**src/rtl/fp_operand_stage.sv**
```systemverilog
// fp_operand_stage: issue stage in front of the FP add/multiply datapath.
// It accepts an operand pair and an opcode over a valid/ready handshake and
// screens the operands for IEEE-754 single-precision special values.
// Special and illegal cases are resolved here and bypassed.
// All other operations are held on the datapath inputs for an op-dependent
// number of cycles, and then the datapath result is captured.
// The result is returned over a second valid/ready handshake.
//
// Optional build macro: DENORM_FTZ_EN
//   When defined, denormal operands are flushed to a signed zero before they
//   are classified and captured. Denormal datapath results are flushed the
//   same way when they are captured.
//   When undefined, denormals pass through untouched in both directions.

module fp_operand_stage #(
    parameter int unsigned LAT_SUM  = 8,
    parameter int unsigned LAT_MULT = 30
) (
    input  logic        clock,
    input  logic        reset,
    input  logic        in_valid,
    output logic        in_ready,
    input  logic [31:0] in_a,
    input  logic [31:0] in_b,
    input  logic [1:0]  in_op,
    output logic [31:0] dp_operando_a,
    output logic [31:0] dp_operando_b,
    output logic [1:0]  dp_op,
    output logic        dp_reset,
    input  logic [31:0] dp_resultado,
    output logic        out_valid,
    input  logic        out_ready,
    output logic [31:0] out_result,
    output logic        out_special
);

    localparam logic [31:0] QNAN       = 32'h7FC0_0000;
    localparam logic [1:0]  OP_SUM     = 2'b00;
    localparam logic [7:0]  LAT_SUM_C  = 8'(LAT_SUM);
    localparam logic [7:0]  LAT_MULT_C = 8'(LAT_MULT);

    typedef enum logic [1:0] {
        ST_IDLE  = 2'b00,
        ST_START = 2'b01,
        ST_RUN   = 2'b10,
        ST_DONE  = 2'b11
    } state_t;

    // ------------------------------------------------------------------
    // Classification and bypass helpers
    // ------------------------------------------------------------------
    function automatic logic is_nan(input logic [31:0] v);
        is_nan = (v[30:23] == 8'hFF) && (v[22:0] != 23'd0);
    endfunction

    function automatic logic is_inf(input logic [31:0] v);
        is_inf = (v[30:23] == 8'hFF) && (v[22:0] == 23'd0);
    endfunction

    function automatic logic is_zero(input logic [31:0] v);
        is_zero = (v[30:23] == 8'h00) && (v[22:0] == 23'd0);
    endfunction

    // Flushes a denormal to a signed zero when FTZ is built in.
    // Otherwise the value passes through unchanged.
    function automatic logic [31:0] ftz(input logic [31:0] v);
`ifdef DENORM_FTZ_EN
        if (v[30:23] == 8'h00) begin
            ftz = {v[31], 31'd0};
        end else begin
            ftz = v;
        end
`else
        ftz = v;
`endif
    endfunction

    // The operation is special when the datapath does not need to run.
    function automatic logic is_special(input logic [31:0] a,
                                        input logic [31:0] b,
                                        input logic [1:0]  op);
        is_special = op[1] || is_nan(a) || is_nan(b) || is_inf(a) ||
                     is_inf(b) || is_zero(a) || is_zero(b);
    endfunction

    // Computes the bypass result. Rules are checked in priority order.
    // The final else branches are reached only for non-special inputs,
    // which never select this result.
    function automatic logic [31:0] bypass(input logic [31:0] a,
                                           input logic [31:0] b,
                                           input logic [1:0]  op);
        logic sa;
        logic sb;
        sa = a[31];
        sb = b[31];
        if (op[1]) begin
            bypass = QNAN;
        end else if (is_nan(a) || is_nan(b)) begin
            bypass = QNAN;
        end else if (op == OP_SUM) begin
            if (is_inf(a) && is_inf(b) && (sa != sb)) begin
                bypass = QNAN;
            end else if (is_inf(a)) begin
                bypass = a;
            end else if (is_inf(b)) begin
                bypass = b;
            end else if (is_zero(a) && is_zero(b)) begin
                bypass = {sa & sb, 31'd0};
            end else if (is_zero(a)) begin
                bypass = b;
            end else if (is_zero(b)) begin
                bypass = a;
            end else begin
                bypass = QNAN;
            end
        end else begin
            if ((is_inf(a) && is_zero(b)) || (is_zero(a) && is_inf(b))) begin
                bypass = QNAN;
            end else if (is_inf(a) || is_inf(b)) begin
                bypass = {sa ^ sb, 8'hFF, 23'd0};
            end else if (is_zero(a) || is_zero(b)) begin
                bypass = {sa ^ sb, 31'd0};
            end else begin
                bypass = QNAN;
            end
        end
    endfunction

    // ------------------------------------------------------------------
    // State and registers
    // ------------------------------------------------------------------
    state_t      state_q, state_d;
    logic [7:0]  cnt_q, cnt_d;
    logic [31:0] opa_q, opa_d;
    logic [31:0] opb_q, opb_d;
    logic [1:0]  op_q, op_d;
    logic [31:0] res_q, res_d;
    logic        spec_q, spec_d;
    logic        valid_q, valid_d;
    logic        rdy_q, rdy_d;
    logic        dprst_q, dprst_d;

    logic [31:0] a_ftz_s;
    logic [31:0] b_ftz_s;
    logic        special_s;
    logic        accept_s;

    // Reset takes effect on the outputs immediately, without waiting an edge.
    assign in_ready      = rdy_q & ~reset;
    assign dp_reset      = dprst_q | reset;
    assign dp_operando_a = opa_q;
    assign dp_operando_b = opb_q;
    assign dp_op         = op_q;
    assign out_valid     = valid_q;
    assign out_result    = res_q;
    assign out_special   = spec_q;

    assign a_ftz_s   = ftz(in_a);
    assign b_ftz_s   = ftz(in_b);
    assign special_s = is_special(a_ftz_s, b_ftz_s, in_op);
    assign accept_s  = in_valid & in_ready;

    // State register with synchronous reset.
    always_ff @(posedge clock) begin
        if (reset) begin
            state_q <= ST_IDLE;
        end else begin
            state_q <= state_d;
        end
    end

    // Next-state logic of the handshake and sequencing FSM.
    always_comb begin
        state_d = state_q;
        case (state_q)
            ST_IDLE: begin
                if (accept_s) begin
                    state_d = special_s ? ST_DONE : ST_START;
                end else begin
                    state_d = ST_IDLE;
                end
            end
            ST_START: begin
                state_d = ST_RUN;
            end
            ST_RUN: begin
                if (cnt_q == 8'd0) begin
                    state_d = ST_DONE;
                end else begin
                    state_d = ST_RUN;
                end
            end
            ST_DONE: begin
                if (out_ready) begin
                    state_d = ST_IDLE;
                end else begin
                    state_d = ST_DONE;
                end
            end
            default: begin
                state_d = ST_IDLE;
            end
        endcase
    end

    // Next values for the counter, the datapath inputs, the result and the flags.
    always_comb begin
        cnt_d   = cnt_q;
        opa_d   = opa_q;
        opb_d   = opb_q;
        op_d    = op_q;
        res_d   = res_q;
        spec_d  = spec_q;
        valid_d = (state_d == ST_DONE);
        rdy_d   = (state_d == ST_IDLE);
        dprst_d = (state_d == ST_START);
        case (state_q)
            ST_IDLE: begin
                if (accept_s) begin
                    opa_d  = a_ftz_s;
                    opb_d  = b_ftz_s;
                    op_d   = in_op;
                    spec_d = special_s;
                    if (special_s) begin
                        res_d = bypass(a_ftz_s, b_ftz_s, in_op);
                    end else begin
                        res_d = res_q;
                    end
                end else begin
                    opa_d = opa_q;
                end
            end
            ST_START: begin
                cnt_d = ((op_q == OP_SUM) ? LAT_SUM_C : LAT_MULT_C) - 8'd1;
            end
            ST_RUN: begin
                if (cnt_q == 8'd0) begin
                    res_d = ftz(dp_resultado);
                end else begin
                    cnt_d = cnt_q - 8'd1;
                end
            end
            ST_DONE: begin
                cnt_d = cnt_q;
            end
            default: begin
                cnt_d = 8'd0;
            end
        endcase
    end

    // Data and output registers with synchronous reset.
    always_ff @(posedge clock) begin
        if (reset) begin
            cnt_q   <= 8'd0;
            opa_q   <= 32'd0;
            opb_q   <= 32'd0;
            op_q    <= 2'b00;
            res_q   <= 32'd0;
            spec_q  <= 1'b0;
            valid_q <= 1'b0;
            rdy_q   <= 1'b0;
            dprst_q <= 1'b1;
        end else begin
            cnt_q   <= cnt_d;
            opa_q   <= opa_d;
            opb_q   <= opb_d;
            op_q    <= op_d;
            res_q   <= res_d;
            spec_q  <= spec_d;
            valid_q <= valid_d;
            rdy_q   <= rdy_d;
            dprst_q <= dprst_d;
        end
    end

endmodule
```
**config.mk**
```make
export PLATFORM = sky130hd
export DESIGN_NAME = fp_operand_stage
export DESIGN_NICKNAME = d
export VERILOG_FILES = /design/src/rtl/fp_operand_stage.sv
export SDC_FILE = /design/constraint.sdc
export NUM_CORES = 1
export LEC_CHECK = 0
export CELL_PAD_IN_SITES_DETAIL_PLACEMENT = 0
export CELL_PAD_IN_SITES_GLOBAL_PLACEMENT = 1
export CORE_ASPECT_RATIO = 0.6
export CORE_MARGIN = 4
export CORE_UTILIZATION = 28
export DETAILED_ROUTE_END_ITERATION = 6
export GPL_TIMING_DRIVEN = 0
export MAX_ROUTING_LAYER = met4
export PLACE_DENSITY = 0.76
export SYNTH_ARGS = -nofsm -noshare
export SYNTH_HDL_FRONTEND = slang
export SYNTH_SLANG_ARGS = --single-unit
```
**constraint.sdc**
```tcl
create_clock -name clock -period 2.2 [get_ports clock]
set_input_delay 0.22 -clock clock [delete_from_list [all_inputs] [get_ports clock]]
set_output_delay 0.22 -clock clock [all_outputs]
set_load 0.05 [all_outputs]
```
==> metrics.md <==
| Metric | Value |
|---|---|
| Clock latency on the worst-skew pair | `350 ps` |
| GP Congestion | `approximately 0.91` |
| RSZ-0062 raised after global routing | `yes` |
| Critical path's top delay family | `simple AND/OR/NAND/NOR gates` |
| Final Power | `8.22 mW` |
| Critical path class | `in -> reg` |
| Hold Path End | `dp_operando_a[7]$_SDFFE_PP0P_` |
| TritonCTS buffer count | `9` |
| WL final | `approximately 23 mm` |
| Fin. max-slew vios | `0` |
| Total GRT Usage | `0.217` |
| Min-delay src | `in_a[7]` |
| Status | `finished with violations` |
| Yosys reg bits | `around 110` |
| Chip height | `around 110 um` |
| Count of final setup violators | `20` |
| Die area | `between 20000 and 25000 um2` |
| Largest net degree at the start of global routing | `20` |
| Nets | `980` |
| Slew margin rel. | `0.394` |
| Finished Core Util | `0.476` |
| Worst path most repeated cell | `nor3_4` |
| Clk buf depth | `2` |
| WHS Path Cells | `3` |
| FF-to-FF End | `out_result[7]$_SDFFE_PP0P_` |
| Cell with the most instances after synthesis | `nand2_1` |
| # fillers | `1778` |
| Clock power frac | `0.210` |
| First-pass GRT wire length | `~34 mm` |
| Final Non-Filler Cells | `1121` |
| Maxcap violations | `0` |
| Antenna-violating nets left | `0` |
| Worst path buffer plus inverter count | `3` |
| Die Wd | `185 um` |
| Num rows | `38` |
| Psw | `between 3 and 4 mW` |
| Fin Setup TNS | `-524 ps` |
| Sw Share | `0.434` |
| Number of synthesized flops with an enable pin | `0` |
| Router iterations before antenna repair | `5` |
| Critical-path cell list | `dlygate4sd2_1 -> nor4_4 -> nand4_1 -> nor3_4 -> and3_4 -> nor3_4 -> buf_6 -> buf_12 -> a221oi_4 -> nor3_2` |
| CP arrival | `around 2500 ps` |
| CP Launch Type | `input port` |
| Core Region | `around 18000 um2` |
| Violated checks | `setup timing` |
| Hold crit path type | `in -> reg` |
| Slew @ Worst Pin | `slightly above 900 ps` |
| F_max | `between 0.4 and 0.5 GHz` |
| Netlist cell types | `a little over 50` |
| Min Clock Period, post-route | `about 2300 ps` |
| Final period util | `1.03` |
| Synth area leaders | `dfxtp_1 42%, nand2_1 11%, a21oi_1 8.0%` |
| WP data required | `~2400 ps` |
| P_leak | `approximately 3.2 nW` |
| I/O pin cnt | `between 200 and 250` |
| Root buffer cell | `clkbuf_16` |
| GR Overflow Total | `0` |
| PwrDens | `~940 nW/um2` |
| Post-synth top flop | `dfxtp_1` |
| Synth-to-Final Area Change | `64.7%` |
| Vias per cell | `5.21` |
| Yosys top cell by area | `dfxtp_1` |
| Post-Route Skew | `roughly 13 ps` |
| Vias | `5842` |
| H-tree depth | `3` |
| Reg power frac | `0.319` |
| Reg2Reg Depth | `9` |
| Post-synthesis sequential area ratio | `0.424` |
| Combinational power share | `0.471` |
| Reg2Reg Setup Slack | `140 ps` |
| Syn avg cell area | `8.36 um2` |
| Final hold vios | `0` |
| Clk slew on worst S/H paths | `approximately 80 ps` |
| Initial core utilization | `0.289` |
| CTS tree | `done` |
| CTS Sinks | `between 100 and 150` |
| Layout cells sized above 1 | `0.222` |
| CTS Hold Bufs | `0` |
| Avg WL per Cell | `between 20 and 25 um` |
| Async SR Flop Fraction | `0` |
| Worst-path maximum fanout | `5` |
| Synth Instances | `632` |
| Mapped cell area | `approximately 5300 um2` |
| Synth warnings | `0` |
| CP max-delay cell | `nor4_4` |
| R2R Path Start | `state_q[1]$_SDFF_PP0_` |
| Critical path capture point type | `register` |
| Initial drt markers | `around 430` |
| Largest stage delay on the critical path | `roughly 430 ps` |
| # port buffers | `a little over 200` |
| Hold slack | `slightly above 100 ps` |
| PnR worst setup slack | `-62.6 ps` |
| Synthesized net count | `between 700 and 800` |
| Vias in the first global route | `around 5700` |
| Drc violations | `0` |
| DPL Wire Length | `17.7 mm` |
| Cell Int Power | `4.66 mW` |
| # placed instances | `approximately 1100` |
| Top cells by count, synth | `158 x nand2_1, 112 x dfxtp_1, 84 x a21oi_1` |
| Number of antenna violations at the first check in global routing | `1` |
| Max IR drop VDD | `0.000568 V` |
| Yosys top cell area share | `0.424` |
[repair_timing]
item                       CTS  global route
gates cloned                 4             1
pin swaps                   33            49
setup endpoints to repair   81            52
hold endpoints to repair     0             0
setup buffers               13            15
gates resized for setup    157            83
[flip-flops by register name (all words and copies together), names as in the netlist]
name           flops
out_result        32
rdy_q              1
out_valid          1
out_special        1
dp_operando_a     32
dp_operando_b     32
state_q            2
cnt_q              8
dprst_q            1
dp_op              2
[per-stage QoR]
| stage | worst slack, ps | cell area (um2) |
|---|---|---|
| floorplan | -56.4 | 5310 |
| global placement | -1370 | 7650 |
| detailed placement | -1410 | 7650 |
| CTS | -86.6 | 8420 |
| global route | -137 | 8700 |
| finish | -62.6 | 8700 |
[cells in the final DEF (no fill, tap or decap), drive strengths merged, types with 3 or more instances in the layout]
cell type	synthesis	final
nand4	7	7
nand2b	5	5
a21oi	85	85
buf	13	49
clkdlybuf4s15	0	5
nor4	14	14
o21ai	6	6
a22o	23	23
a211oi	6	6
dlymetal6s2s	0	14
o221ai	10	10
nor2	36	36
nand3	5	5
or4	4	4
inv	5	7
dlygate4sd2	0	19
and4	3	3
a221oi	22	22
ha	3	3
o221a	9	9
nand2	158	158
nor2b	5	5
clkdlybuf4s50	0	144
clkbuf	37	60
nor3	32	32
o31ai	4	4
and2	4	4
dfxtp	112	112
or2	4	4
and3	3	3
clkinv	0	3
[tightest hold or removal path: stages]
cell	delay (ps)
buf_6	100
nand2_1	50
a21oi_1	50
[cell families (layout without fill, tap and decap cells)]
family / Yosys count / in the layout / share of synthesized area
flip-flops: 112 / 112 / 0.424
multiplexers: 1 / 1 / 0.00189
buffers and inverters: 55 / 302 / 0.0450
adder cells (fa/ha/maj): 3 / 3 / 0.00710
AND/OR/NAND/NOR: 284 / 284 / 0.264
XOR/XNOR: 2 / 2 / 0.00332
AO/OA/AOI/OAI: 175 / 175 / 0.255
other: 0 / 2 / 0
[power by group through the flow]
stage | Clock (mW) | Sequential (mW) | Combinational, mW
after global placement | 0 | 2.66 | 3.61
after detailed placement | 0 | 2.66 | 3.63
after global routing | 1.84 | 2.67 | 4.13
after CTS | 1.77 | 2.62 | 3.75
final | 1.73 | 2.63 | 3.87
after floorplan | 0 | 3.56 | 1.44
[worst max-delay path by stage]
stage,slack (ps),to,startpoint,cells past startpoint
floorplan,-60,out_result[10]$_SDFFE_PP0P_,in_a[3],8
global placement,-1370,out_result[28]$_SDFFE_PP0P_,in_b[11],10
detailed placement,-1410,out_result[28]$_SDFFE_PP0P_,in_b[11],10
CTS,-90,out_result[7]$_SDFFE_PP0P_,in_a[9],9
global route,-140,out_result[16]$_SDFFE_PP0P_,in_a[7],11
finish,-60,out_result[7]$_SDFFE_PP0P_,in_b[21],10
[cell type report]
cell class              count  area [um2]  share of cell area
plain buffers              47         308              0.0354
flip-flops and latches    112        2240               0.258
repair buffers            235        2280               0.262
diodes                      2        5.00            0.000575
inverters                   5        18.8             0.00216
clock buffers               9         225              0.0259
multi-input cells         465        3250               0.373
well taps                 240         300              0.0345
clock inverters             6        76.3             0.00877
[per-layer routing]
metal  vias up  global-route usage  wire (um)
met3        16              0.0622       2080
met5         -                   -          0
met1      2813               0.326      11900
li1       2766                   -          -
met4         0              0.0347        195
met2       247               0.288       9180
Power figures use the tool's default switching activity.
